<file path="config.mk">
export PLATFORM = sky130hd
export DESIGN_NAME = dram_pingpong_shifter
export DESIGN_NICKNAME = d
export VERILOG_FILES = /design/src/rtl/dram_shifter_pkg.sv /design/src/rtl/dram_shifter_dpram.sv /design/src/rtl/dram_pingpong_shifter.sv
export SDC_FILE = /design/constraint.sdc
export NUM_CORES = 1
export LEC_CHECK = 0
export BUFFER_PORTS_ARGS = -buffer_cell sky130_fd_sc_hd__buf_4
export CORE_AREA = 2 2 145 112
export DETAILED_ROUTE_END_ITERATION = 7
export DIE_AREA = 0 0 147 114
export GPL_TIMING_DRIVEN = 1
export PLACE_DENSITY = 0.69
export SKIP_LAST_GASP = 1
export SLEW_MARGIN = 20
export SYNTH_ARGS = -nofsm -noshare
export SYNTH_HDL_FRONTEND = slang
export SYNTH_HIERARCHICAL = 1
export SYNTH_SLANG_ARGS = --single-unit
</file>
<file path="constraint.sdc">
create_clock -name clk -period 3.45 [get_ports clk]
set_input_delay 0.1725 -clock clk [delete_from_list [all_inputs] [get_ports clk]]
set_output_delay 0.1725 -clock clk [all_outputs]
set_load 0.03 [all_outputs]
</file>
<file path="src/rtl/dram_shifter_pkg.sv">
`default_nettype none
// +----------------------------------------------------------------------------+
// | dram_shifter_pkg                                                           |
// | Default geometry and RAM depth helper for dram_pingpong_shifter.           |
// | Revision: 1.0                                                              |
// +----------------------------------------------------------------------------+
package dram_shifter_pkg;

    localparam int c_DEF_IO_WIDTH   = 16;
    localparam int c_DEF_ADDR_WIDTH = 6;

    // Two banks of 2**ADDR_WIDTH bits each.
    function automatic int depth(input int addr_width);
        return 2 ** (addr_width + 1);
    endfunction

endpackage
`default_nettype wire

</file>
<file path="src/rtl/dram_shifter_dpram.sv">
`default_nettype none
// +----------------------------------------------------------------------------+
// | dram_shifter_dpram                                                         |
// | 1-bit wide RAM: synchronous write port, asynchronous read port, no reset.  |
// | Revision: 1.0                                                              |
// +----------------------------------------------------------------------------+
module dram_shifter_dpram
    import dram_shifter_pkg::*;
#(
    parameter int                         ADDR_WIDTH = c_DEF_ADDR_WIDTH,
    parameter logic [depth(ADDR_WIDTH)-1:0] INIT     = '0
) (
    input  logic                  clk,
    input  logic                  we,
    input  logic [ADDR_WIDTH:0]   waddr,
    input  logic                  wdata,
    input  logic [ADDR_WIDTH:0]   raddr,
    output logic                  rdata
);

    localparam int c_DEPTH = depth(ADDR_WIDTH);

    logic r_mem_q [c_DEPTH];
    logic w_wbit_d;

    // Cells hold data XOR INIT, so power-up-zero storage reads back as INIT.
    always_comb begin
        w_wbit_d = wdata ^ INIT[waddr];
    end

    always_ff @(posedge clk) begin
        if (we) begin
            r_mem_q[waddr] <= w_wbit_d;
        end
    end

    assign rdata = r_mem_q[raddr] ^ INIT[raddr];

endmodule
`default_nettype wire

</file>
<file path="src/rtl/dram_pingpong_shifter.sv">
`default_nettype none
// +----------------------------------------------------------------------------+
// | dram_pingpong_shifter                                                      |
// | Ping-pong bit-serial frame buffer; DRAM_SHIFTER_HOLD_EN adds a hold input. |
// | Revision: 1.0                                                              |
// +----------------------------------------------------------------------------+
module dram_pingpong_shifter
    import dram_shifter_pkg::*;
#(
    parameter int                           IO_WIDTH   = c_DEF_IO_WIDTH,
    parameter int                           ADDR_WIDTH = c_DEF_ADDR_WIDTH,
    parameter logic [depth(ADDR_WIDTH)-1:0] INIT       = '0
) (
    input  logic                clk,
    input  logic                rst_n,
`ifdef DRAM_SHIFTER_HOLD_EN
    input  logic                hold,
`endif
    input  logic [IO_WIDTH-1:0] in,
    input  logic                swap_req,
    output logic [IO_WIDTH-1:0] out,
    output logic                frame_done,
    output logic                swap_ack,
    output logic                bank
);

    localparam int              c_CW   = (IO_WIDTH > 1) ? $clog2(IO_WIDTH) : 1;
    localparam logic [c_CW-1:0] c_LAST = c_CW'(IO_WIDTH - 1);

    generate
        if ((IO_WIDTH < 1) || (IO_WIDTH > 2 ** ADDR_WIDTH)) begin : g_bad_cfg
            $error("dram_pingpong_shifter: IO_WIDTH must be in 1..2**ADDR_WIDTH");
        end
    endgenerate

    logic [c_CW-1:0]     r_cnt_q,    w_cnt_d;
    logic                r_bank_q,   w_bank_d;
    logic                r_pend_q,   w_pend_d;
    logic [IO_WIDTH-1:0] r_shadow_q, w_shadow_d;
    logic [IO_WIDTH-1:0] r_out_q,    w_out_d;
    logic                r_fd_q,     w_fd_d;
    logic                r_ack_q,    w_ack_d;

    logic                w_run;
    logic                w_boundary;
    logic                w_swap;
    logic                w_rd_bit;
    logic [ADDR_WIDTH:0] w_waddr;
    logic [ADDR_WIDTH:0] w_raddr;

`ifdef DRAM_SHIFTER_HOLD_EN
    assign w_run = ~hold;
`else
    assign w_run = 1'b1;
`endif

    assign w_boundary = w_run && (r_cnt_q == c_LAST);
    assign w_swap     = r_pend_q || swap_req;
    assign w_waddr    = {r_bank_q,  ADDR_WIDTH'(r_cnt_q)};
    assign w_raddr    = {~r_bank_q, ADDR_WIDTH'(r_cnt_q)};

    dram_shifter_dpram #(
        .ADDR_WIDTH (ADDR_WIDTH),
        .INIT       (INIT)
    ) u_ram (
        .clk   (clk),
        .we    (w_run),
        .waddr (w_waddr),
        .wdata (in[r_cnt_q]),
        .raddr (w_raddr),
        .rdata (w_rd_bit)
    );

    always_comb begin
        w_cnt_d    = r_cnt_q;
        w_bank_d   = r_bank_q;
        w_pend_d   = r_pend_q | swap_req;
        w_shadow_d = r_shadow_q;
        w_out_d    = r_out_q;
        w_fd_d     = w_boundary;
        w_ack_d    = w_boundary && w_swap;

        if (w_run) begin
            w_shadow_d[r_cnt_q] = w_rd_bit;
            w_cnt_d             = (r_cnt_q == c_LAST) ? '0 : r_cnt_q + 1'b1;
        end

        // out takes the whole frame at once, including the bit read this cycle.
        if (w_boundary) begin
            w_out_d  = w_shadow_d;
            w_pend_d = 1'b0;
            if (w_swap) begin
                w_bank_d = ~r_bank_q;
            end
        end
    end

    always_ff @(posedge clk or negedge rst_n) begin
        if (!rst_n) begin
            r_cnt_q    <= '0;
            r_bank_q   <= 1'b0;
            r_pend_q   <= 1'b0;
            r_shadow_q <= '0;
            r_out_q    <= '0;
            r_fd_q     <= 1'b0;
            r_ack_q    <= 1'b0;
        end else begin
            r_cnt_q    <= w_cnt_d;
            r_bank_q   <= w_bank_d;
            r_pend_q   <= w_pend_d;
            r_shadow_q <= w_shadow_d;
            r_out_q    <= w_out_d;
            r_fd_q     <= w_fd_d;
            r_ack_q    <= w_ack_d;
        end
    end

    assign out        = r_out_q;
    assign frame_done = r_fd_q;
    assign swap_ack   = r_ack_q;
    assign bank       = r_bank_q;

endmodule
`default_nettype wire

</file>
Yosys cells after proc, flatten, opt, wreduce, memory -nomap -nowiden
Memory sizes are Yosys's and may differ from the RTL's.
Cells that the tools add are included.
W data, S select, Z words.
{"block": "word_totals", "mem_bits_rw": 128, "ff_bits": 40, "out_inout_bits": 19, "memories": 3, "romBits": 64, "latch_bits": 0, "elab_cells": 33}
{"memory": "u_ram.r_mem_q", "depth": 128, "word_bits": 1, "read_ports": 1, "rd_ports_with_merged_regs": 0, "write_ports": 1, "line": "dram_shifter_dpram.sv:23", "text": "logic r_mem_q [c_DEPTH];"}
{"memory": "(no name shown)", "depth": 32, "word_bits": 1, "read_ports": 1, "rd_ports_with_merged_regs": 0, "write_ports": 0, "line": "dram_shifter_dpram.sv:37", "text": "assign rdata = r_mem_q[raddr] ^ INIT[raddr];"}
{"memory": "(no name shown)", "depth": 32, "word_bits": 1, "read_ports": 1, "rd_ports_with_merged_regs": 0, "write_ports": 0, "line": "dram_shifter_dpram.sv:28", "text": "w_wbit_d = wdata ^ INIT[waddr];"}
{"block": "classes", "order_cmp": 4, "div": 0, "add_sub_neg": 1, "reduce_logical": 4, "shifts": 0, "n_mux": 9, "n_eq_ne": 1, "multipliers": 0, "bitwise": 4}
{"cell": "$bwmux W16", "n": 1}
{"cell": "$lt A7 B8 Y1 const B", "n": 2}
{"cell": "$lt A4 B5 Y1 const B", "n": 1}
{"cell": "$mux W1", "n": 5}
{"cell": "$add A4 B1 Y4 const B", "n": 1}
{"cell": "$bmux W1 S4", "n": 1}
{"cell": "$demux W1 S4", "n": 1}
{"cell": "$eq A4 B4 Y1 const B", "n": 1}
{"cell": "$ge A4 B1 Y1 const B", "n": 1}
{"cell": "$mux W4", "n": 1}
{"cell": "$logic_and A1 B1 Y1", "n": 2}
{"cell": "$reduce_and A2 Y1", "n": 1}
{"cell": "$xor A1 B1 Y1", "n": 2}
{"cell": "$logic_or A1 B1 Y1", "n": 1}
{"cell": "$not A1 Y1", "n": 1}
{"cell": "$or A1 B1 Y1", "n": 1}

Longest topological paths before layout
Gate-level depths: netlist of the first run.
{"block": "depth", "depth_word": 5, "mapped_depth": 11}

Hierarchy
The synthesis of the first run kept the hierarchy.
{"module": "dram_shifter_dpram", "cells_per_inst": 394, "seq_area_each_um2": 3843.7, "area_per_inst_um2": 5699.2, "n_inst": 1}
{"module": "dram_pingpong_shifter", "cells_per_inst": 166, "seq_area_each_um2": 1001.0, "area_per_inst_um2": 1859.3, "n_inst": 1}

Least setup slack after synthesis of the first run
OpenSTA, ideal clock, no wires.
{"block": "synth_timing", "path_type": "register to register", "from": "register r_cnt_q[0]", "to": "memory u_ram.r_mem_q[0] (data pin)", "path_slack_ns": 0.142, "n_path_buf": 1, "period_less_slack_ns": 3.308, "arrival_ns": 2.569, "stages_incl_launch_ff": 5, "cell_sequence": "dfrtp_1 -> buf_6 -> mux4_1 -> a22oi_1 -> nand2_1"}
{"block": "synth_via", "elab_chain_cells": 3}
{"item": "start, declared", "line": "dram_pingpong_shifter.sv:36", "text": "logic [c_CW-1:0] r_cnt_q, w_cnt_d;"}
{"item": "start signal, assigned", "line": "dram_pingpong_shifter.sv:108", "text": "r_cnt_q <= w_cnt_d;"}
{"item": "$mem_v2 Z32 W1 / $bmux W1 S4 (equally long branches)"}
{"item": "$mux W1, on equally long branches", "line": "dram_shifter_dpram.sv:28, dram_pingpong_shifter.sv:69"}
{"item": "$xor A1 B1 Y1 (*)", "line": "dram_shifter_dpram.sv:28"}
{"item": "end, declared", "line": "dram_shifter_dpram.sv:23"}
Every way passes the cells marked *; elsewhere a longest branch is shown, timed or not. The select of a mux whose other input is x is not followed.

Worst setup path after layout of the first run
{"block": "layout_timing", "from": "register r_cnt_q[0]", "to": "register r_shadow_q[13]"}
{"item": "parallel branches: the longest is 2 deep, another holds $mem_v2 Z128 W1"}
{"item": "$xor A1 B1 Y1 (*)", "line": "dram_shifter_dpram.sv:37"}
{"item": "named net w_rd_bit", "line": "dram_pingpong_shifter.sv:47", "text": "logic w_rd_bit;"}
{"item": "$bwmux W16 (*)", "line": "dram_pingpong_shifter.sv:84", "text": "w_shadow_d[r_cnt_q] = w_rd_bit;"}
{"item": "named net w_shadow_d[13]", "line": "dram_pingpong_shifter.sv:39", "text": "logic [IO_WIDTH-1:0] r_shadow_q, w_shadow_d;"}
{"item": "end signal, assigned", "line": "dram_pingpong_shifter.sv:111", "text": "r_shadow_q <= w_shadow_d;"}
{"item": "end, declared", "line": "dram_pingpong_shifter.sv:39"}
Mark *: on every way through the listed nets, which the timed path passes. The select of a mux whose other input is x is not followed.
A chain may end at the register's enable or synchronous reset.

==> summary.txt, run 1 <==
Layout
  – Diodes inserted: 0
  – Ratio of cells with drive above 1 in the final layout: 20.5%
  – Finished Cell Area: 8770 um2
  – Final Util: 56.5%
  – Fin cells: 849
  – FILL cells: 1,286
  – P&R area growth vs syn: 16.0%
  – Nets: 652

GRT
  – First-pass GRT wire length: 24,600 um
  – Total grt overflow: 0
  – Initial antenna violation count: 0
  – Vias in the first global route: 4,581
  – Largest net degree at the start of global routing: 129
  – GRT Total Usage: 19.6%

Floorplan
  – IO Pins: 38
  – Die area: 16,800 um2
  – Die Y: 114 um
  – Die width: 147 um
  – Site Rows: 40
  – Initial Util: 48.7%
  – Core Box Area: 15,500 um2

Clock tree
  – Clock buffer depth: 2
  – Reg clk slew, reported paths: 0.07 ns
  – H-tree lvl count: 4
  – CTS sink count: 168
  – Clock Latency Late Sink: 0.42 ns
  – Post-CTS setup repair buffer count: 0
  – CTS tree: yes
  – Root Buffer: clkbuf_16
  – Cts bufs inserted: 17

Timing
  – Pins Over Slew Limit: 0
  – Setup violators final: 0
  – Unrepaired setup endpoints after global routing: no
  – Slew @ Worst Pin: 0.778 ns
  – Slew Limit Headroom: 48.1%
  – Final Cycle Share: 79.0%
  – Period minus WS final: 2.73 ns
  – Setup TNS: 0 ns
  – Final hold vios: 0
  – Highest clock rate: 367 MHz
  – Clock skew: 0.00880 ns

Synth
  – Synth top area cells: edfxtp_1, dfrtp_1, mux4_2
  – Cell taking the most area after synthesis: edfxtp_1
  – YS warnings: 6
  – Mean Syn Cell Area: 13.5 um2
  – Post-synth EDFFs: 128
  – Synth top area share: 50.9%
  – Post-synth top cells: nor2_1, edfxtp_1, nand2_1
  – Ys flop type: edfxtp_1
  – Syn Inst Count: 560
  – Cell with the most instances after synthesis: nor2_1
  – Post-synth ARST share: 23.8%
  – Count of cell types in the netlist: 40
  – Seq/Total Area, Yosys: 64.1%
  – Yosys reg bits: 168
  – Post-synthesis cell area: 7560 um2

Worst setup path
  – Max FO, Critical Path: 25
  – CP dominant cell by count: buf_4
  – Data required time at the worst endpoint: 3.75 ns
  – Crit path largest cell delay: 0.85 ns
  – Crit path capture type: flip-flop
  – Critical-path cell list: buf_4 -> mux4_2 -> and3b_1 -> a31oi_1 -> nand4_1 -> buf_4 -> mux2_2
  – Crit Path Class: flip-flop to flip-flop
  – Crit path DAT: 3.02 ns
  – CP max-delay cell: dfrtp_2
  – Worst setup SP type: flip-flop

Power
  – VDD IR max: 0.340 mV
  – Leakage: 3.11 nW
  – Pwr Density: 482 nW/um2
  – Overall Power: 0.00422 W

Run status
  – Status: finished, final reports clean

Route
  – Total Wirelength: 15,500 um
  – DR vias/cell: 5.51
  – Post-DRT Antenna Nets: 0
  – Drt initial violations: 463
  – Number of iterations in the first detailed-routing pass: 6
  – Remaining DRCs: 0
  – Drt wl/cell: 18.3 um
  – Vias: 4,678

Placed design
  – IO buf count: 37
  – Dpl hpwl: 9770 um
  – Routability cong.: 0.779
  – Placed Instance Area: 8170 um2
  – Cells after DPL: 815

Run
  – Maxcap violations: 0

Worst hold path
  – Hold crit path type: input port to async pin
-- area by class of cell --
cell class / instances / area (um2) / area share [%]
Sequential cell: 168 / 4850 / 55.3
Multi-Input combinational cell: 378 / 2630 / 30.0
Clock buffer: 21 / 450 / 5.14
Timing Repair Buffer: 56 / 429 / 4.90
Tap cell: 210 / 263 / 3.00
Clock inverter: 11 / 124 / 1.41
Inverter: 5 / 18.8 / 0.214
-- worst paths after layout --
check                                      from                       end  slack [ns]  cells after the start
max                        r_cnt_q[0]$_DFF_PN0_  r_shadow_q[13]$_DFF_PN0_        0.72                      7
min                                       rst_n        out[7]$_DFFE_PN0N_        0.28                      2
max reg2reg                r_cnt_q[0]$_DFF_PN0_  r_shadow_q[13]$_DFF_PN0_        0.72                      7
min reg2reg                  out[3]$_DFFE_PN0N_        out[3]$_DFFE_PN0N_        0.47                      2
max in group asynchronous                 rst_n      r_cnt_q[1]$_DFF_PN0_        2.79                      2
min in group clk             out[3]$_DFFE_PN0N_        out[3]$_DFFE_PN0N_        0.47                      2
-- registers in the layout, indices dropped and copies added, names as in the netlist --
register,flops
bank,1
frame_done,1
out,16
r_cnt_q,4
r_pend_q,1
r_shadow_q,16
swap_ack,1
u_ram/r_mem_q,128
-- critical path, delay by kind of cell, from the launching register on --
family	cells	cell delay, ns
buffers and inverters	2	0.68
flip-flops	1	0.85
AND/OR/NAND/NOR	2	0.29
AO/OA/AOI/OAI	1	0.15
multiplexers	2	0.63
-- power breakdown --
group | leakage, nW | switching, W | internal (W) | total [W]
clock network | 0.281 | 0.000753 | 0.00109 | 0.00184
registers | 1.62 | 0.0000138 | 0.00221 | 0.00222
logic | 1.20 | 0.0000998 | 0.0000606 | 0.000160
total | 3.11 | 0.000867 | 0.00336 | 0.00422
-- cells by family (layout without fill, tap and decap cells) --
kind of cell,count (synthesis),in the layout,share of synthesized area [%]
AND/OR/NAND/NOR,264,264,15.3
flip-flops,168,168,64.1
multiplexers,66,66,15.7
buffers and inverters,37,93,2.25
AO/OA/AOI/OAI,14,14,1.21
adder cells (fa/ha/maj),7,7,1.16
other,2,25,0.0994
XOR/XNOR,2,2,0.232
-- per-layer routing --
layer	track usage [%]	wire length, um
met2	30.4	7390
met5	0	0
met4	5.38	229
met3	4.76	902
met1	28.2	7000
-- cells in the final DEF, fill, tap and decap left out, types with 5 or more instances in the layout --
master     count
mux2i_1       13
mux4_1        11
clkbuf_16     17
mux4_2        26
dfrtp_1       37
inv_1          5
o21ai_0        6
nor2b_1       11
nand2_1       59
conb_1        25
buf_4         53
edfxtp_1     128
nor2_1       137
nand4_1       18
nand3_1       14
mux2_2        16
ha_1           7
-- metrics by stage --
| stage | hold slack (ns) | setup WS (ns) |
|---|---|---|
| after floorplan | -0.123 | 0.142 |
| after global placement | 0.163 | 0.733 |
| after detailed placement | 0.182 | 0.697 |
| after CTS | 0.271 | 0.681 |
| after global routing | 0.303 | 0.513 |
| final | 0.276 | 0.724 |
-- timing repair --
| action | 4_1_cts | 5_1_grt |
|---|---|---|
| gates resized for setup | 0 | 0 |
| hold endpoints to repair | 41 | 0 |
| hold buffers | 2 | 0 |
Note: power is estimated with default switching activity, not from simulation.
==> run 2: changes to the inputs <==
--- a/config.mk
+++ b/config.mk
@@ -5,10 +5,11 @@
 export SDC_FILE = /design/constraint.sdc
 export NUM_CORES = 1
 export LEC_CHECK = 0
+export ABC_AREA = 1
 export BUFFER_PORTS_ARGS = -buffer_cell sky130_fd_sc_hd__buf_4
-export CORE_AREA = 2 2 145 112
+export CORE_AREA = 2 2 149 114
 export DETAILED_ROUTE_END_ITERATION = 7
-export DIE_AREA = 0 0 147 114
+export DIE_AREA = 0 0 151 116
 export GPL_TIMING_DRIVEN = 1
 export PLACE_DENSITY = 0.69
 export SKIP_LAST_GASP = 1
==> constraint.sdc (replaced) <==
create_clock -name clk -period 2.5 [get_ports clk]
set_input_delay 0.125 -clock clk [delete_from_list [all_inputs] [get_ports clk]]
set_output_delay 0.125 -clock clk [all_outputs]
set_load 0.03 [all_outputs]
==> run 2 against run 1 <==
- die area increased by 4.5%
- clock power up 35%
- largest cell class unchanged
- synthesized cell count rose by 52%
- utilization increased by 0.47 points
==> summary.txt, run 2 <==
Timing
  – Unrepaired setup endpoints after global routing: no
  – Clock skew: 0.00783 ns
  – Setup WS post-layout: 0.277 ns
  – Setup TNS: 0 ns
  – Period minus WS final: 2.22 ns
  – Highest clock rate: 450 MHz
  – Setup violators final: 0
  – Pins Over Slew Limit: 0
  – Final hold vios: 0
  – Final Cycle Share: 88.9%

Worst setup path
  – FF-to-FF End: out[15]$_DFFE_PN0N_
  – R2R Setup Slk: 0.28 ns
  – Critical-path cell list: inv_2 -> nand2_1 -> nand3_1 -> nand3_1 -> nand3_1 -> nand2_1 -> nand2_1 -> nand3_1 -> nand2_1 -> nand2_1 -> nand2_1 -> inv_2 -> o21ai_2 -> nand2_1 -> nand2_1
  – CP dominant cell by count: nand2_1
  – Max FO, Critical Path: 24
  – Data required time at the worst endpoint: 2.86 ns
  – Crit Path Class: flip-flop to flip-flop
  – CP max-delay cell: dfrtp_2
  – Reg-to-reg startpoint: r_cnt_q[0]$_DFF_PN0_
  – Crit path DAT: 2.58 ns
  – Crit path largest cell delay: 0.43 ns
  – Reg2reg path depth: 15
  – Worst setup SP type: flip-flop
  – Crit path capture type: flip-flop

Floorplan
  – Die width: 151 um
  – IO Pins: 38
  – Site Rows: 40
  – Core Box Area: 15,900 um2
  – Die area: 17,500 um2
  – Initial Util: 49.5%
  – Die Y: 116 um

Clock tree
  – CTS sink count: 168
  – Clock Latency Late Sink: 0.42 ns
  – CTS tree: yes
  – Cts bufs inserted: 17
  – Root Buffer: clkbuf_16
  – Clock buffer depth: 2
  – H-tree lvl count: 4
  – Reg clk slew, reported paths: 0.07 ns

Synth
  – Post-synthesis cell area: 7890 um2
  – Mean Syn Cell Area: 9.27 um2
  – Yosys reg bits: 168
  – Syn Inst Count: 851
  – Synth top area share: 48.7%
  – Count of cell types in the netlist: 27
  – Post-synth ARST share: 23.8%
  – Ys flop type: edfxtp_1
  – Post-synth top cells: nand2_1, nor2_1, edfxtp_1
  – YS warnings: 6
  – Seq/Total Area, Yosys: 61.4%
  – Post-synth EDFFs: 128
  – Cell with the most instances after synthesis: nand2_1
  – Cell taking the most area after synthesis: edfxtp_1
  – Synth top area cells: edfxtp_1, nand2_1, dfrtp_1

Layout
  – Most common cell after layout, fill and taps aside: nand2_1
  – Max FFs per register: 128
  – Most frequent cells in the layout: nand2_1, nor2_1, edfxtp_1
  – Diodes inserted: 0
  – Nets: 938
  – Ratio of cells with drive above 1 in the final layout: 13.0%
  – Fin cells: 1,135
  – Final Util: 57.0%
  – FILL cells: 1,434
  – P&R area growth vs syn: 15.0%
  – Top reg by flops: u_ram/r_mem_q

Power
  – VDD IR max: 0.488 mV
  – Overall Power: 0.00585 W
  – Pwr Density: 645 nW/um2
  – Leakage: 3.65 nW

Route
  – Drt wl/cell: 16.4 um
  – Number of iterations in the first detailed-routing pass: 6
  – Remaining DRCs: 0
  – DR vias/cell: 5.26
  – Vias: 5,972
  – Total Wirelength: 18,600 um
  – Drt initial violations: 613
  – Post-DRT Antenna Nets: 0

GRT
  – Initial antenna violation count: 0
  – First-pass GRT wire length: 29,500 um
  – Vias in the first global route: 5,492
  – Total grt overflow: 0
  – GRT Total Usage: 22.5%
  – Largest net degree at the start of global routing: 129

Run status
  – Status: finished, final reports clean

Placed design
  – Dpl hpwl: 11,600 um
  – DP Worst Slack: 0.327 ns
  – Cells after DPL: 1,101
  – IO buf count: 37
  – Routability cong.: 0.891

Worst hold path
  – Hold crit path type: input port to async pin

Run
  – Maxcap violations: 0
-- run 2: area by class of cell --
cell class              instances  area, um2  area share, %
multi-input cells             606       2650           29.2
clock inverters                 7       66.3          0.731
flip-flops and latches        168       4850           53.5
clock buffers                  25        485           5.35
inverters                      56        228           2.51
repair buffers                 63        528           5.82
well taps                     210        263           2.90
-- run 2: repair_timing --
item / CTS / global route
setup buffers: 0 / 0
hold endpoints to repair: 42 / 0
gates resized for setup: 0 / 0
hold buffers: 2 / 0
-- run 2: cell families after synthesis --
logic type | Yosys count | synth area share (%)
XOR/XNOR | 1 | 0.111
AND/OR/NAND/NOR | 560 | 29.5
flip-flops | 168 | 61.4
AO/OA/AOI/OAI | 20 | 2.03
other | 2 | 0.0952
buffers and inverters | 93 | 5.74
adder cells (fa/ha/maj) | 7 | 1.11
-- run 2: layer usage --
metal / vias to the layer above / wire length, um / global-route usage (%)
li1: 2887 / - / -
met1: 2849 / 8690 / 33.7
met2: 223 / 8410 / 34.4
met3: 13 / 1320 / 4.09
met4: 0 / 161 / 5.17
met5: - / 0 / 0
-- run 2: worst max path at each step --
stage                               from  slack, ns  cells after the start                          to
CTS                 r_cnt_q[0]$_DFF_PN0_       0.29                     15         out[15]$_DFFE_PN0N_
detailed placement  r_cnt_q[0]$_DFF_PN0_       0.33                     15          out[3]$_DFFE_PN0N_
global route        r_cnt_q[0]$_DFF_PN0_       0.09                     15         out[15]$_DFFE_PN0N_
floorplan           r_cnt_q[0]$_DFF_PN0_        0.1                      9  u_ram/r_mem_q[0]$_DFFE_PP_
global placement    r_cnt_q[0]$_DFF_PN0_       0.35                     15          out[8]$_DFFE_PN0N_
finish              r_cnt_q[0]$_DFF_PN0_       0.28                     15         out[15]$_DFFE_PN0N_
-- run 2: critical path, delay by kind of cell, from the launching register on --
kind | cells | cell delay, ns
buffers and inverters | 2 | 0.56
flip-flops | 1 | 0.43
AO/OA/AOI/OAI | 1 | 0.21
AND/OR/NAND/NOR | 12 | 0.94
-- run 2: per-stage QoR --
step	hold WS, ns	area [um2]
after detailed placement	0.131	8490
after global placement	0.127	8490
after floorplan	-0.171	7950
final	0.217	9070
after CTS	0.220	9070
after global routing	0.260	9070
-- run 2: power by group --
| group | internal, W | switching [W] |
|---|---|---|
| sequential | 0.00306 | 0.0000245 |
| combinational | 0.0000943 | 0.000191 |
| clock | 0.00145 | 0.00103 |
==> run 3: changes to the inputs <==
--- a/config.mk
+++ b/config.mk
@@ -7,11 +7,10 @@
 export LEC_CHECK = 0
 export ABC_AREA = 1
 export BUFFER_PORTS_ARGS = -buffer_cell sky130_fd_sc_hd__buf_4
-export CORE_AREA = 2 2 149 114
+export CORE_AREA = 2 2 166 127
 export DETAILED_ROUTE_END_ITERATION = 7
-export DIE_AREA = 0 0 151 116
+export DIE_AREA = 0 0 168 129
 export GPL_TIMING_DRIVEN = 1
-export PLACE_DENSITY = 0.69
 export SKIP_LAST_GASP = 1
 export SLEW_MARGIN = 20
 export SYNTH_ARGS = -nofsm -noshare
==> run 3 against run 2 <==
- sequential power about the same
- design area up 1.5%
- clock power up 4%
- clock skew up 0.0069 ns
- register-to-register slack better by 0.11 ns
- highest routed layer unchanged
==> summary.txt, run 3 (synthesis gave the netlist of run 2 again) <==
Route
  – Vias: 5,848
  – DR vias/cell: 4.93
  – Post-DRT Antenna Nets: 0
  – Number of iterations in the first detailed-routing pass: 6
  – Drt initial violations: 690
  – Remaining DRCs: 0
  – Drt wl/cell: 15.9 um
  – Total Wirelength: 18,900 um

Layout
  – Final Util: 46.1%
  – Finished Cell Area: 9210 um2
  – Ratio of cells with drive above 1 in the final layout: 13.8%
  – Nets: 941
  – Fin cells: 1,186
  – Top reg by flops: u_ram/r_mem_q
  – Most frequent cells in the layout: nand2_1, nor2_1, edfxtp_1
  – Most common cell after layout, fill and taps aside: nand2_1
  – Diodes inserted: 0
  – P&R area growth vs syn: 16.8%
  – Max FFs per register: 128

Floorplan
  – Core Box Area: 20,000 um2
  – Die Y: 129 um
  – Die area: 21,700 um2
  – Initial Util: 39.4%
  – Site Rows: 45
  – IO Pins: 38
  – Die width: 168 um

Run status
  – Status: finished, final reports clean

Clock tree
  – Clock buffer depth: 2
  – Clock Latency Late Sink: 0.44 ns
  – CTS sink count: 168
  – Post_cts resized: 0
  – Cts bufs inserted: 17
  – Post-CTS setup repair buffer count: 0
  – Root Buffer: clkbuf_16
  – Hold Buf Count CTS: 2
  – Reg clk slew, reported paths: 0.08 ns
  – CTS tree: yes
  – H-tree lvl count: 4

Power
  – Int Power: 0.00453 W
  – Clock group share of total power: 43.2%
  – Share of power burned in registers: 51.8%
  – VDD IR max: 0.458 mV
  – Pwr Density: 646 nW/um2
  – Switch Pwr: 0.00141 W
  – Comb power frac: 5.1%
  – Switching portion of total power: 23.8%
  – Leakage: 3.68 nW

Worst setup path
  – Worst setup SP type: flip-flop
  – Crit path DAT: 2.39 ns
  – Crit Path Class: flip-flop to flip-flop
  – Max FO, Critical Path: 83
  – Reg2reg path depth: 10
  – Crit path capture type: flip-flop
  – Data required time at the worst endpoint: 2.77 ns

Timing
  – Slew Limit Headroom: 62.0%
  – Setup TNS: 0 ns
  – Period minus WS final: 2.12 ns
  – Final hold vios: 0
  – Pins Over Slew Limit: 0
  – Highest clock rate: 473 MHz
  – Slew @ Worst Pin: 0.569 ns
  – Final Cycle Share: 84.6%
  – Hold WS: 0.208 ns
  – Unrepaired setup endpoints after global routing: no
  – Clock skew: 0.0147 ns
  – Setup violators final: 0

GRT
  – First-pass GRT wire length: 30,900 um
  – Initial antenna violation count: 0
  – GRT Total Usage: 18.8%
  – Largest net degree at the start of global routing: 84
  – Total grt overflow: 0
  – Vias in the first global route: 5,504

Placed design
  – IO buf count: 37
  – Placed Instance Area: 8610 um2
  – Dpl hpwl: 12,000 um
  – Routability cong.: 0.839
  – Cells after DPL: 1,152

Run
  – Maxcap violations: 0

Worst hold path
  – Hold crit path type: input port to async pin
run 3: area by class of cell:
cell class | instances | area (um2)
multi-input combinational | 606 | 2660
clock inverter | 13 | 126
sequential | 168 | 4850
clock buffer | 19 | 453
inverter | 56 | 228
tap | 258 | 323
timing repair buffer | 66 | 576
fill | 1934 | 10800
run 3: layer usage:
metal	vias up	track usage (%)	wire length [um]	part of all wire [%]
met1	2752	28.3	9130	48
li1	2896	-	-	-
met2	187	27.6	8200	43
met5	-	0	0	0
met4	0	5.27	210	1.1
met3	13	3.63	1310	7.0
run 3: power groups by stage:
stage | clock, W | sequential [W] | combinational, W
4_1_cts | 0.00262 | 0.00308 | 0.000298
5_1_grt | 0.00273 | 0.00308 | 0.000336
3_5_place_dp | 0 | 0.00314 | 0.000295
2_1_floorplan | 0 | 0.00318 | 0.000121
3_3_place_gp | 0 | 0.00314 | 0.000293
6_report | 0.00257 | 0.00308 | 0.000301
run 3: final timing paths:
kind,startpoint,endpoint,slack [ns]
worst min register to register,r_shadow_q[7]$_DFF_PN0_,r_shadow_q[7]$_DFF_PN0_,0.47
worst max-delay path,r_cnt_q[0]$_DFF_PN0_,u_ram/r_mem_q[105]$_DFFE_PP_,0.38
worst min-delay path,rst_n,r_shadow_q[12]$_DFF_PN0_,0.21
max in group asynchronous,rst_n,r_cnt_q[0]$_DFF_PN0_,1.90
min in group clk,swap_req,r_pend_q$_DFF_PN0_,0.47
worst max register to register,r_cnt_q[0]$_DFF_PN0_,u_ram/r_mem_q[105]$_DFFE_PP_,0.38
run 3: per-stage QoR:
stage	power [W]	setup WS [ns]
finish	0.00595	0.385
global route	0.00615	0.200
CTS	0.00600	0.383
detailed placement	0.00343	0.401
global placement	0.00343	0.384
floorplan	0.00331	0.0952
run 3: worst max-delay path: stages (launching register included):
cell     delay [ns]
dfrtp_2        0.39
buf_12         0.35
inv_2          0.20
nand2_1        0.09
nand3_1        0.07
nand2_1        0.09
nand2_1        0.05
nand2_1        0.06
inv_1          0.06
nand2_4        0.30
buf_12         0.25
